File: config.mk
export PLATFORM = sky130hd
export DESIGN_NAME = echo_cmd_seq
export DESIGN_NICKNAME = d
export VERILOG_FILES = /design/src/rtl/echo_pkg.sv /design/src/rtl/echo_seq_timer.sv /design/src/rtl/echo_cmd_seq.sv
export SDC_FILE = /design/constraint.sdc
export NUM_CORES = 1
export LEC_CHECK = 0
export ABC_AREA = 1
export ABC_CLOCK_PERIOD_IN_PS = 3600
export BUFFER_PORTS_ARGS = -buffer_cell sky130_fd_sc_hd__buf_2
export CAP_MARGIN = 20
export CORE_MARGIN = 1.5
export CORE_UTILIZATION = 50
export DETAILED_ROUTE_END_ITERATION = 10
export PLACE_DENSITY = 0.74
export SYNTH_ARGS = -nofsm -noshare
export SYNTH_HDL_FRONTEND = slang
export SYNTH_SLANG_ARGS = --single-unit
File: constraint.sdc
create_clock -name clk -period 3.6 [get_ports clk]
set_input_delay 0.18 -clock clk [delete_from_list [all_inputs] [get_ports clk]]
set_output_delay 0.18 -clock clk [all_outputs]
set_load 0.01 [all_outputs]
File: src/rtl/echo_pkg.sv
// Shared opcodes, error codes and sequencer state encoding for the echo command sequencer.
package echo_pkg;

    localparam int ECHO_IOSIZE = 16;
    localparam int ECHO_TOW    = 16;

    localparam logic [3:0] OP_INIT    = 4'd3;
    localparam logic [3:0] OP_WAITFOR = 4'd5;
    localparam logic [3:0] OP_LOAD    = 4'd6;
    localparam logic [3:0] OP_FETCH   = 4'd7;
    localparam logic [3:0] OP_HALT    = 4'hF;

    localparam logic [1:0] ERR_BAD_OP   = 2'b00;
    localparam logic [1:0] ERR_LOAD_TO  = 2'b01;
    localparam logic [1:0] ERR_FETCH_TO = 2'b10;
    localparam logic [1:0] ERR_MISMATCH = 2'b11;

    typedef enum logic [2:0] {
        S_IDLE,
        S_INIT,
        S_LOAD,
        S_FETCH,
        S_WAIT,
        S_HALTED,
        S_ERROR
    } seq_state_t;

endpackage

File: src/rtl/echo_seq_timer.sv
// Loadable saturating cycle counter; expired flags the cycle that reaches the loaded limit.
// Latency: expired is combinational from the counter; load restarts counting next cycle.
// Backpressure: none, counts only while en is high.
module echo_seq_timer #(
    parameter int TOW = 16
) (
    input  logic           clk,
    input  logic           rst,
    input  logic           load,
    input  logic [TOW-1:0] limit,
    input  logic           en,
    output logic           expired,
    output logic           unlimited
);

    logic [TOW-1:0] cnt_q;
    logic [TOW-1:0] limit_q;
    logic [TOW:0]   cnt_inc;

    // cnt_q is the number of enabled cycles already spent, so the current
    // cycle is the limit-th one when cnt_q + 1 reaches the limit.
    assign cnt_inc   = {1'b0, cnt_q} + {{TOW{1'b0}}, 1'b1};
    assign expired   = cnt_inc >= {1'b0, limit_q};
    assign unlimited = (limit_q == '0);

    always_ff @(posedge clk) begin
        if (rst) begin
            cnt_q   <= '0;
            limit_q <= '0;
        end else if (load) begin
            cnt_q   <= '0;
            limit_q <= limit;
        end else if (en && (cnt_q != '1)) begin
            cnt_q <= cnt_inc[TOW-1:0];
        end
    end

endmodule

File: src/rtl/echo_cmd_seq.sv
// Command sequencer driving the echo core init/load/fetch handshake with timeouts and data checks.
// Latency: strobe rises the cycle after acceptance; one-cycle LOAD/FETCH allows back-to-back commands.
// Backpressure: cmd_ready is registered and high only in IDLE; HALTED/ERROR block until rst.
module echo_cmd_seq
    import echo_pkg::*;
#(
    parameter int IOSIZE = ECHO_IOSIZE,
    parameter int TOW    = ECHO_TOW
) (
    input  logic              clk,
    input  logic              rst,
    input  logic              cmd_valid,
    output logic              cmd_ready,
    input  logic [3:0]        cmd_op,
    input  logic [IOSIZE-1:0] cmd_data,
    input  logic [TOW-1:0]    cmd_arg,
    input  logic              cmd_hold,
    output logic              core_init,
    output logic              core_load,
    output logic              core_fetch,
    output logic [IOSIZE-1:0] core_idata,
    input  logic              core_ack,
    input  logic [IOSIZE-1:0] core_odata,
    output logic              busy,
    output logic              done,
    output logic              err,
    output logic [1:0]        err_code,
    output logic [IOSIZE-1:0] last_odata,
    output logic [31:0]       cycle_count
);

    seq_state_t        state_q, state_nxt;
    logic              cmd_ready_q;
    logic [IOSIZE-1:0] data_q, idata_q, last_odata_q;
    logic              hold_q;
    logic              hold_load_q, hold_load_nxt;
    logic              hold_fetch_q, hold_fetch_nxt;
    logic [1:0]        err_code_q, err_code_nxt;
    logic [31:0]       cycle_q;
    logic              accept, drop_load, drop_fetch;
    logic              tmr_en, tmr_expired, tmr_unlimited, timeout;

    // A held strobe survives WAITFOR/HALT acceptance; only a competing strobe opcode drops it at once.
    assign accept     = cmd_ready_q && cmd_valid;
    assign drop_load  = accept && ((cmd_op == OP_INIT) || (cmd_op == OP_FETCH));
    assign drop_fetch = accept && ((cmd_op == OP_INIT) || (cmd_op == OP_LOAD));
    assign tmr_en     = (((state_q == S_LOAD) || (state_q == S_FETCH)) && !core_ack)
                      || (state_q == S_WAIT);
    assign timeout    = tmr_expired && !tmr_unlimited;

    echo_seq_timer #(.TOW(TOW)) u_timer (
        .clk       (clk),
        .rst       (rst),
        .load      (accept),
        .limit     (cmd_arg),
        .en        (tmr_en),
        .expired   (tmr_expired),
        .unlimited (tmr_unlimited)
    );

    always_ff @(posedge clk) begin
        if (rst) begin
            state_q      <= S_IDLE;
            cmd_ready_q  <= 1'b0;
            data_q       <= '0;
            idata_q      <= '0;
            last_odata_q <= '0;
            hold_q       <= 1'b0;
            hold_load_q  <= 1'b0;
            hold_fetch_q <= 1'b0;
            err_code_q   <= ERR_BAD_OP;
            cycle_q      <= '0;
        end else begin
            state_q      <= state_nxt;
            cmd_ready_q  <= (state_nxt == S_IDLE);
            hold_load_q  <= hold_load_nxt;
            hold_fetch_q <= hold_fetch_nxt;
            err_code_q   <= err_code_nxt;
            cycle_q      <= cycle_q + 32'd1;
            if (accept) begin
                data_q <= cmd_data;
                hold_q <= cmd_hold;
                if (cmd_op == OP_LOAD) begin
                    idata_q <= cmd_data;
                end
            end
            if ((state_q == S_FETCH) && core_ack) begin
                last_odata_q <= core_odata;
            end
        end
    end

    always_comb begin
        state_nxt      = state_q;
        err_code_nxt   = err_code_q;
        hold_load_nxt  = hold_load_q;
        hold_fetch_nxt = hold_fetch_q;
        case (state_q)
            S_IDLE: begin
                if (accept) begin
                    case (cmd_op)
                        OP_INIT:    state_nxt = S_INIT;
                        OP_WAITFOR: state_nxt = S_WAIT;
                        OP_LOAD:    state_nxt = S_LOAD;
                        OP_FETCH:   state_nxt = S_FETCH;
                        OP_HALT:    state_nxt = S_HALTED;
                        default: begin
                            state_nxt    = S_ERROR;
                            err_code_nxt = ERR_BAD_OP;
                        end
                    endcase
                end
            end
            S_INIT: state_nxt = S_IDLE;
            S_LOAD: begin
                if (core_ack) begin
                    state_nxt     = S_IDLE;
                    hold_load_nxt = hold_q;
                end else if (timeout) begin
                    state_nxt    = S_ERROR;
                    err_code_nxt = ERR_LOAD_TO;
                end
            end
            S_FETCH: begin
                if (core_ack) begin
                    hold_fetch_nxt = hold_q;
                    if (core_odata == data_q) begin
                        state_nxt = S_IDLE;
                    end else begin
                        state_nxt    = S_ERROR;
                        err_code_nxt = ERR_MISMATCH;
                    end
                end else if (timeout) begin
                    state_nxt    = S_ERROR;
                    err_code_nxt = ERR_FETCH_TO;
                end
            end
            S_WAIT: begin
                if (tmr_expired) begin
                    state_nxt = S_IDLE;
                end
            end
            S_HALTED, S_ERROR: state_nxt = state_q;
            default: state_nxt = S_IDLE;
        endcase
        if (drop_load) begin
            hold_load_nxt = 1'b0;
        end
        if (drop_fetch) begin
            hold_fetch_nxt = 1'b0;
        end
        if ((state_nxt == S_HALTED) || (state_nxt == S_ERROR)) begin
            hold_load_nxt  = 1'b0;
            hold_fetch_nxt = 1'b0;
        end
    end

    assign cmd_ready   = cmd_ready_q;
    assign core_init   = (state_q == S_INIT);
    assign core_load   = (state_q == S_LOAD)  || (hold_load_q  && !drop_load);
    assign core_fetch  = (state_q == S_FETCH) || (hold_fetch_q && !drop_fetch);
    assign core_idata  = idata_q;
    assign busy        = !((state_q == S_IDLE) || (state_q == S_HALTED) || (state_q == S_ERROR));
    assign done        = (state_q == S_HALTED);
    assign err         = (state_q == S_ERROR);
    assign err_code    = err_code_q;
    assign last_odata  = last_odata_q;
    assign cycle_count = cycle_q;

endmodule
==> metrics.md <==
| Metric | Value |
|---|---|
| Status | finished with violations |
| Failing checks | design-rule violations |
| Final cell utilization of the core | 0.638 |
| Worst path slowest cell | dfxtp_1 |
| Hold_ws | 0.0184 ns |
| Peak supply drop | 376 uV |
| Final Net Count | 1038 |
| Vias post-DR | 5756 |
| WP data required | 3.94 ns |
| Row cnt | 39 |
| Tightest Pin Transition | 0.884 ns |
| Largest net degree at the start of global routing | 60 |
| Max frequency | 340 MHz |
| Final setup violation count | 0 |
| Overall Power | 4.64 mW |
| Cts bufs inserted | 17 |
| Cells after DPL | 1087 |
| Setup TNS | 0 ns |
| CTS sink cnt | 121 |
| Post-route cell area | 7350 um^2 |
| Synthesized instance count | 836 |
| Die area | 12600 um^2 |
| Layout cell share with drive strength beyond 1 | 0.204 |
| Initial DRC Count | 290 |
| Final Routed Wirelength | 15000 um |
| Synth top area cells | dfxtp_1 (41%), nand2_1 (8.4%), nor2_1 (8.3%) |
| Final Wtd Congestion | 0.832 |
| Leading area contributor after synthesis | dfxtp_1 |
| R2R Setup Slk | 0.66 ns |
| Antenna cell count | 0 |
| Seq. cell area | 2420 um^2 |
| HP Class | in2reg |
| Post-Layout Cell Count | 1119 |
| CTS clk-pin slew, worst paths | 0.05 ns |
| Initial Util | 0.517 |
| Setup Buffers After CTS | 0 |
| First-pass GRT wire length | 24900 um |
| Crit-path most repeated cell | nor2_1 |
| Clock latency at the later pin of the worst-skew pair | 0.41 ns |
| Commonest cells post-synth | nand2_1 (133), nor2_1 (132), dfxtp_1 (121) |
| WL per Instance | 13.4 um |
| Cell Area, Placed | 6710 um^2 |
| Vias in the first global route | 5386 |
| Top cell type's share of synthesized area | 0.407 |
| Critical Path Max Stage Delay | 0.39 ns |
| Pwr Density | 631 nW/um^2 |
| Mean Syn Cell Area | 7.12 um^2 |
| Max clock buf depth | 2 |
| Worst rel slew slack | 0.409 |
| Yosys warns | 0 |
| Register area share after synthesis | 0.407 |
| Die W | 112 um |
| Final period utilization | 0.818 |
| Clock root buffer | clkbuf_16 |
| Initial antenna violation count | 0 |
| Reg-to-Reg Start | u_timer.cnt_q[0] |
| Area Growth Syn to Fin | 23.6% |
| Core area | 11500 um^2 |
| DP Wirelength | 10900 um |
| RSZ-0062 raised after global routing | false |
| # IOs | 130 |
| Post-synth ARST share | 0 |
| Fin crit period | 2.94 ns |
| EDFF count, synth | 0 |
| Critical path origin | u_timer.cnt_q[0] |
| R2r endpoint | hold_fetch_q |
| Most frequent cell after synthesis | nand2_1 |
| Remaining Overflow, GRT | 0 |
| Synthesized area | 5950 um^2 |
| Yosys cell types | 39 |
| Primary FF master, synth | dfxtp_1 |
| DRT Pass-1 Iters | 8 |
| Hold_buf cts | 0 |
| CP Capture Point | hold_fetch_q |
| Kind of critical path | reg2reg |
| Lkg Pwr | 3.30 nW |
| Reg2Reg Depth | 21 |
| Multi-input gate area | 3040 um^2 |
| # fillers | 1066 |
| Die height | 112 um |
| Setup crit start kind | flop |
| Post-CTS Resized | 0 |
| Port Buffers | 129 |
| Synth Net Count | 911 |
| Hold Fails Final Rpt | 0 |
| Drt drc | 10 |
| Via/cell ratio | 5.14 |
| TritonCTS clock tree | yes |
| CP cell instances | nand3_1, nor2_1, nand3_1, nor2_1, nand3_1, nor2_1, nand2_1, or2_1, nand2_1, ha_1, nand4_1, nor2_1, nand2_1, nand3_1, nor2_1, nand3_1, nand2_2, nor2_1, nor2_1, nand2_1, a21oi_1 |
| Tot GR Track Use | 0.246 |
| CTS H-tree depth | 4 |
| Final ANT Viol Nets | 0 |
| Crit-path max FO | 5 |
| Final worst slack | 0.655 ns |
| Flops & latches, synth | 121 |
| Crit end category | flop |
| Pins Over Slew Limit | 0 |
| Number of max-cap violations | 0 |
| Pre-CTS setup slack | 0.765 ns |
| CP Data Arrival Time | 3.28 ns |
| Max Clock Skew | 0.00500 ns |
-- sequential cells by signal, summed over array words and instances, names as in the netlist, 2 cells and up --
| name | flops |
|---|---|
| u_timer.limit_q | 16 |
| err_code | 2 |
| data_q | 16 |
| core_idata | 16 |
| last_odata | 16 |
| u_timer.cnt_q | 16 |
| cycle_count | 32 |
| state_q | 3 |
-- routing by layer --
metal / track usage / vias up / wire (um)
met5: 0 / - / 0
met4: 0.0844 / 0 / 288
met3: 0.0745 / 26 / 861
met2: 0.414 / 149 / 7080
met1: 0.302 / 2604 / 6810
li1: - / 2977 / -
-- critical path, delay by kind of cell (launching register included) --
kind / cells / cell delay (ns)
flops: 1 / 0.39
fa+ha+maj: 1 / 0.23
compound gates: 1 / 0.14
simple gates: 19 / 2.09
-- cells in the final DEF (no fill, tap or decap), types with 7 or more instances in the layout --
cell / netlist / final
nor4_1: 8 / 8
nand3_1: 24 / 24
ha_1: 18 / 18
dfxtp_1: 121 / 121
clkbuf_16: 0 / 17
xnor2_1: 17 / 17
xor2_1: 15 / 15
a21oi_1: 75 / 75
o21ai_0: 70 / 70
buf_2: 2 / 129
nor3_1: 31 / 31
nor2_1: 132 / 132
inv_1: 97 / 97
clkbuf_8: 0 / 7
nand2_1: 133 / 133
nand4_1: 14 / 14
-- cell families (layout without fill, tap and decap cells) --
group / Yosys count / after routing / share of synthesized area
XOR/XNOR: 32 / 32 / 0.0471
AO/OA/AOI/OAI: 160 / 160 / 0.141
AND/OR/NAND/NOR: 377 / 377 / 0.286
flip-flops: 121 / 121 / 0.407
adder cells (fa/ha/maj): 18 / 18 / 0.0379
buffers and inverters: 128 / 268 / 0.0812
-- final cells by class --
type                    count  area share
clock inverters             7      0.0150
repair buffers            135      0.0940
multi-input cells         587       0.414
well taps                 143      0.0243
flip-flops and latches    121       0.330
inverters                 101      0.0516
clock buffers              25      0.0715
-- worst min path at each step --
stage	depth (start not counted)	endpoint	startpoint	slack, ns
final	3	last_odata[6]	core_odata[6]	0.02
after global routing	3	last_odata[6]	core_odata[6]	0.02
after CTS	3	last_odata[6]	core_odata[6]	0.005
after detailed placement	3	last_odata[6]	core_odata[6]	0.44
after global placement	3	last_odata[6]	core_odata[6]	0.43
after floorplan	2	last_odata[6]	core_odata[6]	0.31
-- report_power, final --
group	switching [mW]	internal, mW
combinational	0.756	0.443
clock	0.580	1.21
sequential	0.131	1.52
total	1.47	3.17
(Power assumes the default switching activity.)
